[config.mk]
export PLATFORM = sky130hd
export DESIGN_NAME = uart_cmd_ctrl_flat
export DESIGN_NICKNAME = d
export VERILOG_FILES = /design/src/rtl/uart_cmd_ctrl_if.sv /design/src/rtl/uart_cmd_ctrl.sv /design/src/flat_wrapper.sv
export SDC_FILE = /design/constraint.sdc
export NUM_CORES = 1
export LEC_CHECK = 0
export ABC_AREA = 0
export BUFFER_PORTS_ARGS = -buffer_cell sky130_fd_sc_hd__clkbuf_2
export CAP_MARGIN = 0
export CORE_MARGIN = 3
export CORE_UTILIZATION = 60
export CTS_BUF_LIST = sky130_fd_sc_hd__clkbuf_16
export DETAILED_ROUTE_END_ITERATION = 6
export HOLD_SLACK_MARGIN = 0.12
export PLACE_DENSITY = 0.85
export SKIP_LAST_GASP = 1
export SLEW_MARGIN = 20
export SYNTH_ARGS = -nofsm -noshare
export SYNTH_HDL_FRONTEND = slang
export SYNTH_SLANG_ARGS = --single-unit
[constraint.sdc]
create_clock -name in_clk -period 3.6 [get_ports in_clk]
set_clock_uncertainty 0.05 [all_clocks]
set_input_delay 0.72 -clock in_clk [delete_from_list [all_inputs] [get_ports in_clk]]
set_output_delay 0.72 -clock in_clk [all_outputs]
set_load 0.01 [all_outputs]
[src/rtl/uart_cmd_ctrl_if.sv]
// Signal bundle between uart_cmd_ctrl, the UART RX/TX pair and the modem datapath.
//
// Handshake semantics: every *_dv / *_done / *_start signal is a one-cycle
// strobe. A strobe carries its data (rx_byte, tx_byte) in the same cycle.
// tx_byte stays stable from the tx_dv cycle until tx_done. tx_busy and
// dp_busy are level "not ready" indications. tx_dv is only raised while
// tx_busy is low. There is no back-pressure on rx_dv: bytes that arrive
// when the controller cannot use them are dropped and flagged on err_pulse.
interface uart_cmd_ctrl_if;
  logic        rx_dv;
  logic [7:0]  rx_byte;
  logic        tx_busy;
  logic        tx_done;
  logic        tx_dv;
  logic [7:0]  tx_byte;
  logic [1:0]  cfg_mode;
  logic [15:0] cfg_len;
  logic        dp_start;
  logic        dp_busy;
  logic        dp_done;
  logic        ctrl_busy;
  logic        err_pulse;
  logic [2:0]  dbg_state;

  modport slave (
    input  rx_dv, rx_byte, tx_busy, tx_done, dp_busy, dp_done,
    output tx_dv, tx_byte, cfg_mode, cfg_len, dp_start, ctrl_busy, err_pulse, dbg_state
  );

  modport master (
    output rx_dv, rx_byte, tx_busy, tx_done, dp_busy, dp_done,
    input  tx_dv, tx_byte, cfg_mode, cfg_len, dp_start, ctrl_busy, err_pulse, dbg_state
  );
endinterface

[src/rtl/uart_cmd_ctrl.sv]
// Command sequencer: collects 4-byte frames (opcode, hi, lo, terminator) from
// UART RX, updates datapath config, optionally runs the datapath, and returns
// exactly one reply byte per accepted frame through UART TX.
module uart_cmd_ctrl #(
  parameter int          TIMEOUT_CLKS = 3480,
  parameter logic [15:0] DEFAULT_LEN  = 16'd16,
  parameter logic [7:0]  TERM_BYTE    = 8'hFF
) (
  input  logic           in_clk,
  input  logic           in_reset,
  uart_cmd_ctrl_if.slave bus
);

  typedef enum logic [2:0] {
    S_IDLE, S_GET_HI, S_GET_LO, S_GET_TERM, S_EXEC, S_WAIT_DP, S_SEND, S_WAIT_TX
  } state_t;

  localparam int            CW       = $clog2(TIMEOUT_CLKS + 1);
  localparam logic [CW-1:0] CNT_LAST = CW'(TIMEOUT_CLKS - 1);
  localparam logic [7:0]    R_ACK    = 8'hA5;
  localparam logic [7:0]    R_NAK    = 8'h5A;
  localparam logic [7:0]    R_DONE   = 8'hD0;

  state_t         r_state;
  logic [CW-1:0]  r_cnt;
  logic [7:0]     r_op, r_hi, r_lo, r_term;
  logic [7:0]     r_tx_byte;
  logic [1:0]     r_cfg_mode;
  logic [15:0]    r_cfg_len;
  logic           r_dp_start;
  logic           r_err;

  state_t         w_state_nxt;
  logic           w_in_frame;
  logic           w_cnt_last;
  logic           w_load_tx;
  logic [7:0]     w_tx_byte_nxt;
  logic           w_set_mode;
  logic           w_set_len;
  logic           w_start;
  logic           w_err;
  logic           w_tx_dv;

  assign w_in_frame = (r_state == S_GET_HI) || (r_state == S_GET_LO) || (r_state == S_GET_TERM);
  assign w_cnt_last = (r_cnt == CNT_LAST);

  // Next-state and per-cycle control decisions; EXEC evaluates the frame.
  always_comb begin
    w_state_nxt   = r_state;
    w_load_tx     = 1'b0;
    w_tx_byte_nxt = r_tx_byte;
    w_set_mode    = 1'b0;
    w_set_len     = 1'b0;
    w_start       = 1'b0;
    w_err         = 1'b0;
    w_tx_dv       = 1'b0;
    case (r_state)
      S_IDLE: begin
        if (bus.rx_dv) w_state_nxt = S_GET_HI;
      end
      S_GET_HI, S_GET_LO, S_GET_TERM: begin
        // A byte arriving on the expiry cycle still counts.
        if (bus.rx_dv) begin
          w_state_nxt = state_t'(r_state + 3'd1);
        end else if (w_cnt_last) begin
          w_state_nxt = S_IDLE;
          w_err       = 1'b1;
        end
      end
      S_EXEC: begin
        w_err         = bus.rx_dv;
        w_load_tx     = 1'b1;
        w_state_nxt   = S_SEND;
        w_tx_byte_nxt = R_NAK;
        if (r_term != TERM_BYTE) begin
          w_err = 1'b1;
        end else begin
          case (r_op)
            8'h01: begin
              w_set_mode    = 1'b1;
              w_tx_byte_nxt = R_ACK;
            end
            8'h02: begin
              if ({r_hi, r_lo} == 16'h0000) begin
                w_err = 1'b1;
              end else begin
                w_set_len     = 1'b1;
                w_tx_byte_nxt = R_ACK;
              end
            end
            8'h03: begin
              if ((r_cfg_len == 16'h0000) || bus.dp_busy) begin
                w_err = 1'b1;
              end else begin
                w_start     = 1'b1;
                w_load_tx   = 1'b0;
                w_state_nxt = S_WAIT_DP;
              end
            end
            8'h04: begin
              w_tx_byte_nxt = {4'hC, 1'b0, bus.dp_busy, r_cfg_mode};
            end
            default: begin
              w_err = 1'b1;
            end
          endcase
        end
      end
      S_WAIT_DP: begin
        w_err = bus.rx_dv;
        if (bus.dp_done) begin
          w_load_tx     = 1'b1;
          w_tx_byte_nxt = R_DONE;
          w_state_nxt   = S_SEND;
        end
      end
      S_SEND: begin
        w_err = bus.rx_dv;
        if (!bus.tx_busy) begin
          w_tx_dv     = 1'b1;
          w_state_nxt = S_WAIT_TX;
        end
      end
      S_WAIT_TX: begin
        w_err = bus.rx_dv;
        if (bus.tx_done) w_state_nxt = S_IDLE;
      end
      default: begin
        w_state_nxt = S_IDLE;
      end
    endcase
  end

  // State register.
  always_ff @(posedge in_clk or posedge in_reset) begin
    if (in_reset) r_state <= S_IDLE;
    else          r_state <= w_state_nxt;
  end

  // Inter-byte timeout counter: runs only while a frame is being collected.
  always_ff @(posedge in_clk or posedge in_reset) begin
    if (in_reset)                                  r_cnt <= '0;
    else if (w_in_frame && !bus.rx_dv && !w_cnt_last) r_cnt <= r_cnt + 1'b1;
    else                                           r_cnt <= '0;
  end

  // Frame byte capture, one byte per collection state.
  always_ff @(posedge in_clk or posedge in_reset) begin
    if (in_reset) begin
      r_op   <= 8'h00;
      r_hi   <= 8'h00;
      r_lo   <= 8'h00;
      r_term <= 8'h00;
    end else if (bus.rx_dv) begin
      if (r_state == S_IDLE)     r_op   <= bus.rx_byte;
      if (r_state == S_GET_HI)   r_hi   <= bus.rx_byte;
      if (r_state == S_GET_LO)   r_lo   <= bus.rx_byte;
      if (r_state == S_GET_TERM) r_term <= bus.rx_byte;
    end
  end

  // Config registers, reply byte and single-cycle pulses.
  always_ff @(posedge in_clk or posedge in_reset) begin
    if (in_reset) begin
      r_tx_byte  <= 8'h00;
      r_cfg_mode <= 2'd0;
      r_cfg_len  <= DEFAULT_LEN;
      r_dp_start <= 1'b0;
      r_err      <= 1'b0;
    end else begin
      if (w_load_tx)  r_tx_byte  <= w_tx_byte_nxt;
      if (w_set_mode) r_cfg_mode <= r_lo[1:0];
      if (w_set_len)  r_cfg_len  <= {r_hi, r_lo};
      r_dp_start <= w_start;
      r_err      <= w_err;
    end
  end

  assign bus.tx_dv     = w_tx_dv;
  assign bus.tx_byte   = r_tx_byte;
  assign bus.cfg_mode  = r_cfg_mode;
  assign bus.cfg_len   = r_cfg_len;
  assign bus.dp_start  = r_dp_start;
  assign bus.ctrl_busy = (r_state != S_IDLE);
  assign bus.err_pulse = r_err;
  assign bus.dbg_state = r_state;

endmodule
[src/flat_wrapper.sv]
// flat-port wrapper written by rule: the top's interface ports become plain ports
module uart_cmd_ctrl_flat 
#(
  parameter int          TIMEOUT_CLKS = 3480,
  parameter logic [15:0] DEFAULT_LEN  = 16'd16,
  parameter logic [7:0]  TERM_BYTE    = 8'hFF
)
  (in_clk, in_reset, bus_rx_dv, bus_rx_byte, bus_tx_busy, bus_tx_done, bus_dp_busy, bus_dp_done, bus_tx_dv, bus_tx_byte, bus_cfg_mode, bus_cfg_len, bus_dp_start, bus_ctrl_busy, bus_err_pulse, bus_dbg_state);
  uart_cmd_ctrl_if bus_i ();
  input  logic in_clk;
  input  logic in_reset;
  input wire logic [$bits(bus_i.rx_dv)-1:0] bus_rx_dv;
  input wire logic [$bits(bus_i.rx_byte)-1:0] bus_rx_byte;
  input wire logic [$bits(bus_i.tx_busy)-1:0] bus_tx_busy;
  input wire logic [$bits(bus_i.tx_done)-1:0] bus_tx_done;
  input wire logic [$bits(bus_i.dp_busy)-1:0] bus_dp_busy;
  input wire logic [$bits(bus_i.dp_done)-1:0] bus_dp_done;
  output wire logic [$bits(bus_i.tx_dv)-1:0] bus_tx_dv;
  output wire logic [$bits(bus_i.tx_byte)-1:0] bus_tx_byte;
  output wire logic [$bits(bus_i.cfg_mode)-1:0] bus_cfg_mode;
  output wire logic [$bits(bus_i.cfg_len)-1:0] bus_cfg_len;
  output wire logic [$bits(bus_i.dp_start)-1:0] bus_dp_start;
  output wire logic [$bits(bus_i.ctrl_busy)-1:0] bus_ctrl_busy;
  output wire logic [$bits(bus_i.err_pulse)-1:0] bus_err_pulse;
  output wire logic [$bits(bus_i.dbg_state)-1:0] bus_dbg_state;
  assign bus_i.rx_dv = bus_rx_dv;
  assign bus_i.rx_byte = bus_rx_byte;
  assign bus_i.tx_busy = bus_tx_busy;
  assign bus_i.tx_done = bus_tx_done;
  assign bus_i.dp_busy = bus_dp_busy;
  assign bus_i.dp_done = bus_dp_done;
  assign bus_tx_dv = bus_i.tx_dv;
  assign bus_tx_byte = bus_i.tx_byte;
  assign bus_cfg_mode = bus_i.cfg_mode;
  assign bus_cfg_len = bus_i.cfg_len;
  assign bus_dp_start = bus_i.dp_start;
  assign bus_ctrl_busy = bus_i.ctrl_busy;
  assign bus_err_pulse = bus_i.err_pulse;
  assign bus_dbg_state = bus_i.dbg_state;
  uart_cmd_ctrl #(.TIMEOUT_CLKS(TIMEOUT_CLKS), .DEFAULT_LEN(DEFAULT_LEN), .TERM_BYTE(TERM_BYTE)) u_core (.in_clk(in_clk), .in_reset(in_reset), .bus(bus_i));
endmodule
-- Yosys cells after proc, flatten, opt, wreduce, memory -nomap -nowiden
Index checks and enable logic that the tools add are counted.
- add/subtract/negate cells: 2
- reductions and logical operators: 21
- multiplexer cells: 41
- eq/ne operators: 18
- operators with widths (kind ; count):
    16-bit logical NOT ; 2
    3-bit two-way mux ; 8
    8-bit two-way mux ; 3
    8-bit one-hot mux with 3 select lines ; 1
    1-bit two-way mux ; 22
    3-bit one-hot mux with 6 select lines ; 1
    8-bit by 2-bit equality test with 1-bit output (second input constant) ; 2
    8-bit one-hot mux with 2 select lines ; 1
    12-bit by 1-bit adder with 12-bit output (second input constant) ; 1
    12-bit equality test (second input constant) ; 1
    3-bit equality test (second input constant) ; 4
    12-bit two-way mux ; 1
    8-bit by 1-bit equality test with 1-bit output (second input constant) ; 1
    8-bit by 3-bit equality test with 1-bit output (second input constant) ; 1
    2-bit inequality test (second input constant) ; 4
    8-bit inequality test (second input constant) ; 1
    2-bit AND reduction ; 4
    3-bit by 2-bit equality test with 1-bit output (second input constant) ; 2
    1-bit one-hot mux with 3 select lines ; 2
    3-bit OR reduction ; 2
    5-bit AND reduction ; 1
    3-bit by 1-bit adder with 3-bit output (second input constant) ; 1
    3-bit by 1-bit equality test with 1-bit output (second input constant) ; 1
    3-bit logical NOT ; 1
    other kinds (10) ; 14
- word-level logic and storage cells: 93
- output and inout port bits: 33
- input bits: 15
- register bits: 75

-- Depth between registers and ports, before layout
Gate-level depths: netlist (run 1).
- word-level depth: 7
- depth in mapped cells: 9
- gate-level depth less buffers: 7

-- Worst setup path after synthesis (run 1)
Ideal clock, no wire load.
- path type: flip-flop to flip-flop
- from: register u_core.r_state[2] (netlist: u_core.bus.dbg_state[2])
- to: register u_core.r_state[2] (netlist: u_core.bus.dbg_state[2])
- stages on the path, launching flop included: 9
- data arrival time: 2.165 ns
- data required time: 3.478 ns
- slack: 1.313 ns
- library setup time: 0.072 ns
- buffers on the path: 2
- period minus slack after synthesis: 2.287 ns
- cells stage by stage: dfrtp_1 -> clkbuf_1 -> inv_1 -> ha_1 -> clkbuf_1 -> o21a_1 -> a211o_1 -> a2111oi_2 -> nand4b_1
- longest elaborated chain between the ends: 4
- elaborated cells between the ends (all ways): 18
- classes of those cells: 1 x add/sub; 12 x eq/ne; 2 x mux; 3 x reduce/logical
- RTL lines (what ; line ; text):
    from (decl) ; uart_cmd_ctrl.sv:24 ; state_t r_state;
    from (signal assigned) ; uart_cmd_ctrl.sv:137 ; else r_state <= w_state_nxt;
    parallel branches: the longest is 4 deep, another holds 3-bit by 1-bit adder with 3-bit output ; - ;
Several ways; the timed one is not identified.
A chain may end at the register's enable or synchronous reset.

-- Worst setup path in the final report (run 1)
- from: register u_core.r_state[0] (netlist: u_core.bus.dbg_state[0])
- to: output bus_tx_dv
- longest elaborated chain between the ends: 2
- RTL lines (what ; line ; text):
    3-bit equality test ; uart_cmd_ctrl.sv:57 ; case (r_state)
    1-bit two-way mux ; uart_cmd_ctrl.sv:57 ;
    to (decl) ; flat_wrapper.sv:18 ; output wire logic [$bits(bus_i.tx_dv)-1:0] bus_tx_dv;
Every way passes these cells.

==> results of run 1 <==
==> power by group through the flow <==
| stage | clock (uW) | sequential, uW | combinational, uW |
|---|---|---|---|
| 3_5_place_dp | 0 | 1320 | 920 |
| 2_1_floorplan | 0 | 1230 | 767 |
| 4_1_cts | 864 | 1310 | 927 |
| 5_1_grt | 909 | 1340 | 1030 |
| 3_3_place_gp | 0 | 1300 | 883 |
| 6_report | 853 | 1310 | 926 |
==> critical path, delay by kind of cell, from the launching register on <==
kind	cells	cell delay, ns
adders and majority gates	1	0.32
buffers and inverters	3	0.45
DFF	1	0.44
and+or+nand+nor	1	0.19
==> per-layer routing <==
layer / global-route usage (%) / vias to the layer above / wire [um]
met3: 5.75 / 15 / 401
met1: 30.8 / 1283 / 3310
li1: - / 1189 / -
met4: 8.92 / 0 / 145
met2: 37.9 / 69 / 3750
met5: 0 / - / 0
==> registers in the layout (all words and copies together), names as in the netlist, 2 cells and up <==
name and cells:
u_core.bus.dbg_state 3, u_core.bus.cfg_len 16, u_core.r_op 8, u_core.r_cnt 12, u_core.bus.cfg_mode 2, u_core.r_term 8, u_core.r_hi 8, u_core.r_lo 8
u_core.bus.tx_byte 8
==> metrics by stage <==
stage,total power (uW),cells,hold WS [ns],setup WS (ns),utilization [%]
floorplan,2000,301,0.383,0.922,-
global placement,2180,411,0.403,1.41,68.6
detailed placement,2240,411,0.419,1.29,68.6
CTS,3100,427,0.194,1.12,73.7
global route,3290,427,0.207,0.936,73.7
finish,3090,427,0.198,1.11,73.7
==> layout make-up <==
type	count	share of cell area [%]
flip-flops and latches	75	45.2
multi-input cells	206	39.0
repair buffers	48	5.84
clock buffers	9	5.42
well taps	72	2.17
clock inverters	7	1.45
inverters	10	0.903
==> placed cells by master, fill, tap and decap left out, drive strengths merged, types with 2 or more instances in the layout <==
cell type | netlist | routed
dfrtp | 74 | 74
clkbuf | 6 | 56
mux2 | 52 | 52
nor2 | 29 | 29
nand2 | 14 | 14
inv | 10 | 11
nand3 | 11 | 11
nor4 | 10 | 10
a21oi | 7 | 7
xor2 | 7 | 7
o21ai | 7 | 7
ha | 7 | 7
xnor2 | 6 | 6
nand4 | 5 | 5
nor3 | 5 | 5
clkinv | 0 | 5
and3 | 4 | 4
a22o | 4 | 4
nand2b | 3 | 3
nor3b | 3 | 3
a31oi | 3 | 3
nand4b | 3 | 3
o21a | 3 | 3
o22ai | 3 | 3
a41oi | 2 | 2
a211oi | 2 | 2
or2 | 2 | 2
and4 | 2 | 2
and2 | 2 | 2
a211o | 2 | 2
a21o | 2 | 2
a2111oi | 2 | 2
==> final timing paths <==
kind / endpoint / cells after the start / start / slack (ns)
setup / recovery: bus_tx_dv / 5 / u_core.bus.dbg_state[0]$_DFFE_PP0P_ / 1.11
hold / removal: u_core.r_cnt[8]$_DFF_PP0_ / 2 / in_reset / 0.20
setup reg to reg: u_core.bus.dbg_state[2]$_DFFE_PP0P_ / 6 / u_core.bus.dbg_state[2]$_DFFE_PP0P_ / 1.22
hold reg to reg: u_core.r_cnt[0]$_DFF_PP0_ / 1 / u_core.r_cnt[0]$_DFF_PP0_ / 0.42
max in group asynchronous: u_core.bus.tx_byte[3]$_DFFE_PP0P_ / 3 / in_reset / 2.26
min in group in_clk: u_core.r_cnt[0]$_DFF_PP0_ / 1 / u_core.r_cnt[0]$_DFF_PP0_ / 0.42
==> kinds of logic after synthesis <==
kind of cell / Yosys count / share of synthesized area [%]
muxes: 52 / 17.3
xor gates and xnor gates: 13 / 3.17
adders and majority gates: 7 / 2.44
DFF: 75 / 52.2
and+or+nand+nor: 95 / 14.6
AOI/OAI and AO/OA: 39 / 7.59
buffers and inverters: 20 / 2.65
==> impl_results.md, run 1 <==
- Status: finished, final reports clean
- Cell taking the most area after synthesis: dfrtp_1
- Max-slew headroom: 44.2%
- Final setup fails: 0
- Fmax: around 0.4 GHz
- Net Switching: 1040 uW
- Skew-Pair Late Insertion Delay: approximately 0.33 ns
- Routed Antenna Nets: 0
- Clk sink count: 75
- Initial Util: 63.7%
- Vias in the first global route: 2569
- Power share of the clock group: 27.6%
- Final nets: 372
- Leak pwr: just under 0.002 uW
- Crit end category: output port
- Overall routing resource usage: a little under a quarter
- Cell Int Power: 2060 uW
- Syn_area_per_cell: 11.9 um^2
- DRC: 0
- VDD IR-drop max: 0.418 mV
- Length of the first detailed-routing pass in iterations: 4
- Number of synthesized flops with an enable pin: 0
- RSZ-0062 raised after global routing: false
- CP max stage delay: 0.44 ns
- Comb pwr share: 29.9%
- Io pins: 48
- Die Span X: roughly 83 um
- Initial DRC Count: 200
- Netlist cell types: 44
- Switch share: 33.5%
- Post-detail-place hpwl: 5520 um
- Synth area leaders: dfrtp_1 (52%), mux2_2 (13%), mux2_4 (4.2%)
- Drt wl/cell: 17.8 um
- ANT cells: 0
- Ys async rst share: 100%
- Max Cap Violations: 0
- Most frequent cell after synthesis: dfrtp_1
- Fin crit period: 2.49 ns
- Via count: approximately 2600
- Synth Register Bits: 75
- Synth top cells by count: dfrtp_1 (74), mux2_2 (42), nor2_1 (29)
- Critical path class: flip-flop to output port
- Placed Area: 3870 um^2
- Post-route cell area: about 4200 um^2
- Die Y-Extent: 83.4 um
- Wirelength, routed: 7610 um
- Die ar.: 6960 um^2
- Post_cts resized: 0
- H-tree Lvls: 3
- Final count of pins violating max slew: 0
- Total power per unit cell area: 744 nW/um^2
- Cts hold-fix bufs: 0
- Post-Syn Area: 3590 um^2
- Tcrit/Tclk final: 69.3%
- Syn Inst Count: 301
- Worst-margin pin slew: 0.837 ns
- Register area share after synthesis: 52.2%
- CORE AREA: 5640 um^2
- Setup Fix Bufs, Post-CTS: 0
- Core Rows: 27
- GPL Wtd Cong: 0.820
- Sequential share of power: between 40% and 50%
- CP max-delay cell: dfrtp_1
- First-pass GRT wire length: 12800 um
- Initial antenna violation count: 0
- Synth Warn #: 0
- TritonCTS clock tree: built
- Top cell type's share of synthesized area: 51.5%
- Grt total ovfl: 0
- Final setup TNS: 0 ns
- Share of cells above drive strength 1: 34.6%
- Vias per inst: 5.99
- Area Overhead vs Synth: 15.6%
- Final Hold Viols: 0
- Reg area: 1880 um^2
- Top_reg_cell synth: dfrtp_1
- Area of the multi-input gates: 1620 um^2
- CP Cell Sequence: inv_1, ha_1, inv_1, nor3_1, clkbuf_2
- Worst path required time: approximately 2.8 ns
- CP arrival: 1.72 ns
- Maximum clock path buffer count: 2
- Fill cells: 375
- Root buffer cell: clkbuf_16
- Clock slew at reported path FFs: ~0.050 ns
- CTS Buf Count: 9
- Worst Path Max Fanout: 7
- Hold Crit Class: input port to asynchronous set/reset pin
- CP Launch Type: flip-flop
- Cell repeated most along the worst path: inv_1
- IO buf count: 47
- Mapped Nets: between 300 and 400
- Largest net degree at the start of global routing: 70
No activity file was read; power rests on OpenSTA's default activity.
==> inputs of run 2 (changes only) <==
Settings changed: CORE_UTILIZATION 60 to 57, PLACE_DENSITY 0.85 to 0.81.
Clock period 3.6 ns to 2.4 ns, I/O delays scaled along.
==> impl_results.md, run 2 (synthesis gave the netlist of run 1 again) <==
- IO buf count: 47 (unchanged)
- GPL Wtd Cong: 0.819 (-0.15%)
- Final Hold Viols: 0 (unchanged)
- CTS Buf Count: 9 (unchanged)
- Clk sink count: 75 (unchanged)
- Vias per inst: 5.94 (-0.84%)
- Most common cell after layout, fill and taps aside: dfrtp_1
- Io pins: 48 (unchanged)
- Total power per unit cell area: 1130 nW/um^2 (+51%)
- Largest register FFs: 16 (unchanged)
- Status: finished, final reports clean
- Overall routing resource usage: 23.8% (+0.26 points)
- Largest net degree at the start of global routing: 53 (-24%)
- Clock slew at reported path FFs: 0.06 ns (about the same)
- Skew-Pair Late Insertion Delay: 0.33 ns (about the same)
- Post-detail-place hpwl: 5640 um (+2.2%)
- Final setup fails: 0 (unchanged)
- Die ar.: 7300 um^2 (+4.9%)
- Root buffer cell: clkbuf_16
- CP Launch Type: flip-flop
- Critical path class: flip-flop to flip-flop
- Final nets: 377 (+1.3%)
- Max-slew headroom: 61.7% (+17 points)
- Die Span X: 85.4 um (+2.4%)
- Fmax: 0.443 GHz
- Fin crit period: between 2 and 2.5 ns
- Initial DRC Count: 172 (-14%)
- Area Overhead vs Synth: 17.4%
- CP arrival: 2.48 ns (+0.76 ns)
- Die Y-Extent: 85.4 um (+2.4%)
- Fill cells: 440 (+17%)
- Design Power: 4750 uW (+54%)
- Inst Count DP: 419 (+1.9%)
- Final setup TNS: 0 ns (unchanged)
- RSZ-0062 raised after global routing: false
- Initial antenna violation count: 0 (unchanged)
- CORE AREA: 6030 um^2 (+6.8%)
- DRC: 0 (unchanged)
- Worst-margin pin slew: 0.573 ns (-0.263 ns)
- Highest-count cells in the layout ignoring fill and taps: dfrtp_1 (74), clkbuf_2 (47), mux2_2 (42)
- Crit end category: flip-flop
- VDD IR-drop max: 0.665 mV (+59%)
- Share of cells above drive strength 1: 36.1% (+1.5 points)
- Wirelength, routed: 7930 um (+4.3%)
- TritonCTS clock tree: built
- Worst Path Max Fanout: 7 (unchanged)
- Worst path required time: 2.62 ns (-0.21 ns)
- Max Cap Violations: 0 (unchanged)
- Hold Crit Class: input port to asynchronous set/reset pin
- ANT cells: 0 (unchanged)
- Tcrit/Tclk final: between 90% and 100%
- Grt total ovfl: 0 (unchanged)
- Placed Area: 3930 um^2 (+1.5%)
- Post_cts resized: 0 (unchanged)
- Utilization after layout: 70.0% (-3.6 points)
- Initial Util: 59.7% (-4.1 points)
- Setup Fix Bufs, Post-CTS: 0 (unchanged)
- Vias in the first global route: 2539 (-1.2%)
- Cts hold-fix bufs: 0 (unchanged)
- Final count of pins violating max slew: 0 (unchanged)
- Length of the first detailed-routing pass in iterations: 4 (unchanged)
- First-pass GRT wire length: 13300 um (+3.2%)
- Routed Antenna Nets: 0 (unchanged)
- Post-route cell area: 4220 um^2 (+1.6%)
- Leak pwr: 0.00197 uW (+1.0%)
- Core Rows: 28 (+3.7%)
- Via count: 2582 (+1.0%)
- H-tree Lvls: 3 (unchanged)
- Maximum clock path buffer count: 2 (unchanged)
- Non-Filler Instances: 435 (+1.9%)
- Drt wl/cell: 18.2 um (+2.4%)
run 2: cell count changes in the layout (fill, tap and decap cells not counted), sizes merged:
cell / change
inv: -1
buf: +5
clkinvlp: +3
clkinv: -2
run 2: final cells by class:
class                   count  area [um^2]  share of cell area, %
multi-input cells         206         1620                   38.4
flip-flops and latches     75         1880                   44.5
well taps                  75         93.8                   2.22
repair buffers             53          293                   6.94
clock inverters             7         67.6                   1.60
inverters                  10         41.3                  0.978
clock buffers               9          225                   5.34
run 2: final timing paths:
check	start	end	slack [ns]	cells past startpoint
max in group asynchronous	in_reset	u_core.bus.cfg_len[4]$_DFFE_PP1P_	1.51	3
worst min register to register	u_core.r_cnt[0]$_DFF_PP0_	u_core.r_cnt[0]$_DFF_PP0_	0.42	1
min in group in_clk	bus_rx_byte[7]	u_core.r_op[7]$_DFFE_PP0P_	0.40	2
worst max register to register	u_core.bus.dbg_state[0]$_DFFE_PP0P_	u_core.bus.dbg_state[2]$_DFFE_PP0P_	0.14	7
worst max-delay path	u_core.bus.dbg_state[0]$_DFFE_PP0P_	u_core.bus.dbg_state[2]$_DFFE_PP0P_	0.14	7
worst min-delay path	in_reset	u_core.bus.dbg_state[2]$_DFFE_PP0P_	0.13	2
run 2: critical path, cell delays in order, from the launching register on:
cell       delay, ns
dfrtp_1         0.44
inv_1           0.12
ha_1            0.30
o21ba_2         0.23
o21a_1          0.20
a211o_1         0.35
a2111oi_2       0.36
nand4b_1        0.15
run 2: where the power goes:
| group | internal [uW] | switching [uW] |
|---|---|---|
| combinational | 722 | 765 |
| clock | 800 | 522 |
| sequential | 1620 | 326 |
run 2: metrics by stage:
step | setup WS, ns | hold WS (ns)
2_1_floorplan | 0.113 | 0.383
3_3_place_gp | 0.314 | 0.396
3_5_place_dp | 0.168 | 0.408
4_1_cts | 0.162 | 0.137
5_1_grt | 0.0112 | 0.165
6_report | 0.142 | 0.130
run 2: metal layers:
| metal | vias up | wire [um] | track usage, % |
|---|---|---|---|
| met4 | 0 | 139 | 9.21 |
| met5 | - | 0 | 0 |
| met1 | 1292 | 3460 | 31.9 |
| li1 | 1201 | - | - |
| met2 | 76 | 3930 | 37.9 |
| met3 | 13 | 402 | 5.05 |
==> inputs of run 3 (changes only) <==
Settings changed: REMOVE_ABC_BUFFERS from default to 1, SETUP_SLACK_MARGIN from default to 0.2, SLEW_MARGIN 20 to default.
==> impl_results.md, run 3 (synthesis gave the netlist of run 1 again) <==
- DRC: 0 (unchanged)
- Vias per inst: 5.88 (-0.87%)
- Largest register FFs: 16 (unchanged)
- Non-Filler Instances: 440 (+1.1%)
- H-tree Lvls: 3 (unchanged)
- Skew-Pair Late Insertion Delay: 0.34 ns (about the same)
- Area Overhead vs Synth: 21.2%
- Crit path buf inv count: 1 (unchanged)
- Post-route cell area: 4360 um^2 (+3.2%)
- Post-detail-place hpwl: 5460 um (-3.1%)
- Wirelength, routed: 7840 um (-1.2%)
- Maximum clock path buffer count: 2 (unchanged)
- Clk sink count: 75 (unchanged)
- Reg2reg setup slack: 0.19 ns (+0.05 ns)
- Top delay family on crit path: compound AO/OA/AOI/OAI gates
- Highest-count cells in the layout ignoring fill and taps: dfrtp_1 (73), clkbuf_2 (47), mux2_2 (42)
- Critical path class: flip-flop to flip-flop
- Final count of pins violating max slew: 0 (unchanged)
- Routed Antenna Nets: 0 (unchanged)
- Io pins: 48 (unchanged)
- Worst reg2reg startpoint: u_core.bus.dbg_state[0]$_DFFE_PP0P_
- Power share of the clock group: 28.8% (+1.0 points)
- VDD IR-drop max: 0.801 mV (+20%)
- First-pass GRT wire length: 12600 um (-5.2%)
- Worst Path Max Fanout: 5 (-2)
- Final Hold Viols: 0 (unchanged)
- Die ar.: 7300 um^2 (unchanged)
- Switch share: 33.1% (-0.79 points)
- Setup ws final: 0.189 ns (+0.0465 ns)
- Hold Crit Class: input port to flip-flop
- Cell repeated most along the worst path: ha_1
- CP Launch Type: flip-flop
- Initial antenna violation count: 0 (unchanged)
- Drt wl/cell: 17.8 um (-2.3%)
- Clock slew at reported path FFs: 0.06 ns (about the same)
- Crit end category: flip-flop
- Final setup fails: 0 (unchanged)
- Fin crit period: 2.21 ns (-0.0465 ns)
- Worst Hold End: u_core.r_lo[5]$_DFFE_PP0P_
- Net Switching: 1640 uW (+1.7%)
- Die Y-Extent: 85.4 um (unchanged)
- Grt total ovfl: 0 (unchanged)
- Tcrit/Tclk final: 92.1% (-1.9 points)
- RSZ-0062 raised after global routing: true
- Max Cap Violations: 0 (unchanged)
- Final setup TNS: 0 ns (unchanged)
- CP Cell Sequence: buf_4, ha_1, ha_1, o21a_1, a211o_4, a2111oi_2, nand4b_1
- Die Span X: 85.4 um (unchanged)
- Status: finished, final reports clean
- CP max stage delay: 0.44 ns (about the same)
- Most common cell after layout, fill and taps aside: dfrtp_1
- Inst Count DP: 420 (+0.24%)
- Worst path required time: 2.62 ns (about the same)
- Via count: 2589 (+0.27%)
- Minimum hold slack: 0.390 ns (+0.260 ns)
- IO buf count: 47 (unchanged)
- Largest net degree at the start of global routing: 37 (-30%)
- Hold path startpoint: bus_rx_byte[5]
- Setup WS pre-CTS: 0.210 ns (+0.0427 ns)
- Initial DRC Count: 149 (-13%)
- R2R depth: 7 (unchanged)
- Share of cells above drive strength 1: 38.6% (+2.5 points)
- Cell Int Power: 3310 uW (+5.4%)
- R2R Path End: u_core.bus.dbg_state[2]$_DFFE_PP0P_
- Worst-margin pin slew: 0.580 ns (+0.00669 ns)
- Vias in the first global route: 2535 (-0.16%)
- Total power per unit cell area: 1140 nW/um^2 (+0.94%)
- Leak pwr: 0.00202 uW (+2.7%)
- TritonCTS clock tree: built
- Comb pwr share: 31.6% (+0.3 points)
- Core Rows: 28 (unchanged)
- Initial Util: 59.7% (unchanged)
- ANT cells: 0 (unchanged)
- Hold Path Stages: 2
- Fmax: 0.452 GHz (+2.1%)
- Overall routing resource usage: 22.4% (-1.4 points)
- CP arrival: 2.43 ns (-0.05 ns)
- Length of the first detailed-routing pass in iterations: 4 (unchanged)
- CP max-delay cell: dfrtp_1
- Max-slew headroom: 60.8% (-0.87 points)
- GPL Wtd Cong: 0.838 (+2.4%)
- Root buffer cell: clkbuf_16
- CTS Buf Count: 9 (unchanged)
- Placed Area: 3930 um^2 (about the same)
- Final nets: 382 (+1.3%)
- CORE AREA: 6030 um^2 (unchanged)
- Sequential share of power: 39.6% (-1.3 points)
==> run 3: cell count changes in the layout (fill, tap and decap cells not counted), sizes merged <==
| cell | previous run | this run |
|---|---|---|
| clkinvlp | 3 | 0 |
| inv | 10 | 12 |
| dlygate4sd3 | 0 | 1 |
| bufinv | 1 | 2 |
| buf | 6 | 10 |
==> run 3: cell type report <==
type / instances / area (um^2)
repair buffers: 58 / 345
fillers: 407 / 1670
clock buffers: 9 / 225
inverters: 10 / 37.5
clock inverters: 7 / 88.8
well taps: 75 / 93.8
flip-flops and latches: 75 / 1880
multi-input cells: 206 / 1690
==> run 3: worst reg2reg max path, delay by kind of cell (launching register included) <==
kind | cells | cell delay [ns]
fa+ha+maj | 2 | 0.45
buf+inv | 1 | 0.17
flops | 1 | 0.44
simple gates | 1 | 0.15
compound gates | 3 | 0.90
==> run 3: metrics by stage <==
stage / util, % / power [uW]
after floorplan: - / 2950
final: 72.3 / 4950
after detailed placement: 65.2 / 3410
after global routing: 72.3 / 5220
after global placement: 65.2 / 3350
after CTS: 70.7 / 4860
==> run 3: power by group through the flow <==
stage                     clock network [uW]  registers, uW  logic (uW)
after floorplan                            0           1900        1050
after global placement                     0           1940        1410
after detailed placement                   0           1960        1450
after CTS                               1450           1950        1460
after global routing                    1490           2010        1720
final                                   1420           1960        1560
==> run 3: worst max path at each step <==
stage / slack, ns / to / from / depth (start not counted)
2_1_floorplan: -0.04 / u_core.bus.cfg_len[0]$_DFFE_PP0P_ / in_reset / 1
3_3_place_gp: 0.23 / u_core.bus.tx_byte[3]$_DFFE_PP0P_ / u_core.bus.cfg_len[11]$_DFFE_PP0P_ / 5
3_5_place_dp: 0.21 / u_core.bus.tx_byte[3]$_DFFE_PP0P_ / u_core.bus.cfg_len[11]$_DFFE_PP0P_ / 5
4_1_cts: 0.21 / bus_tx_dv / u_core.bus.dbg_state[0]$_DFFE_PP0P_ / 5
5_1_grt: 0.09 / u_core.bus.dbg_state[2]$_DFFE_PP0P_ / u_core.bus.dbg_state[0]$_DFFE_PP0P_ / 7
6_report: 0.19 / u_core.bus.dbg_state[2]$_DFFE_PP0P_ / u_core.bus.dbg_state[0]$_DFFE_PP0P_ / 7
==> run 3: routing by layer <==
layer / part of all wire, % / global-route usage [%]
met2: 50 / 36.5
met3: 5.4 / 5.44
met4: 1.6 / 7.77
met5: 0 / 0
met1: 43 / 29.3
==> run 3: what timing repair did <==
item,in CTS,in global routing
buffers inserted,0,3
resized for setup,1,10
endpoints found under the hold margin,20,0
hold buffers,1,0
setup endpoints to repair,4,25
pin swaps,0,2
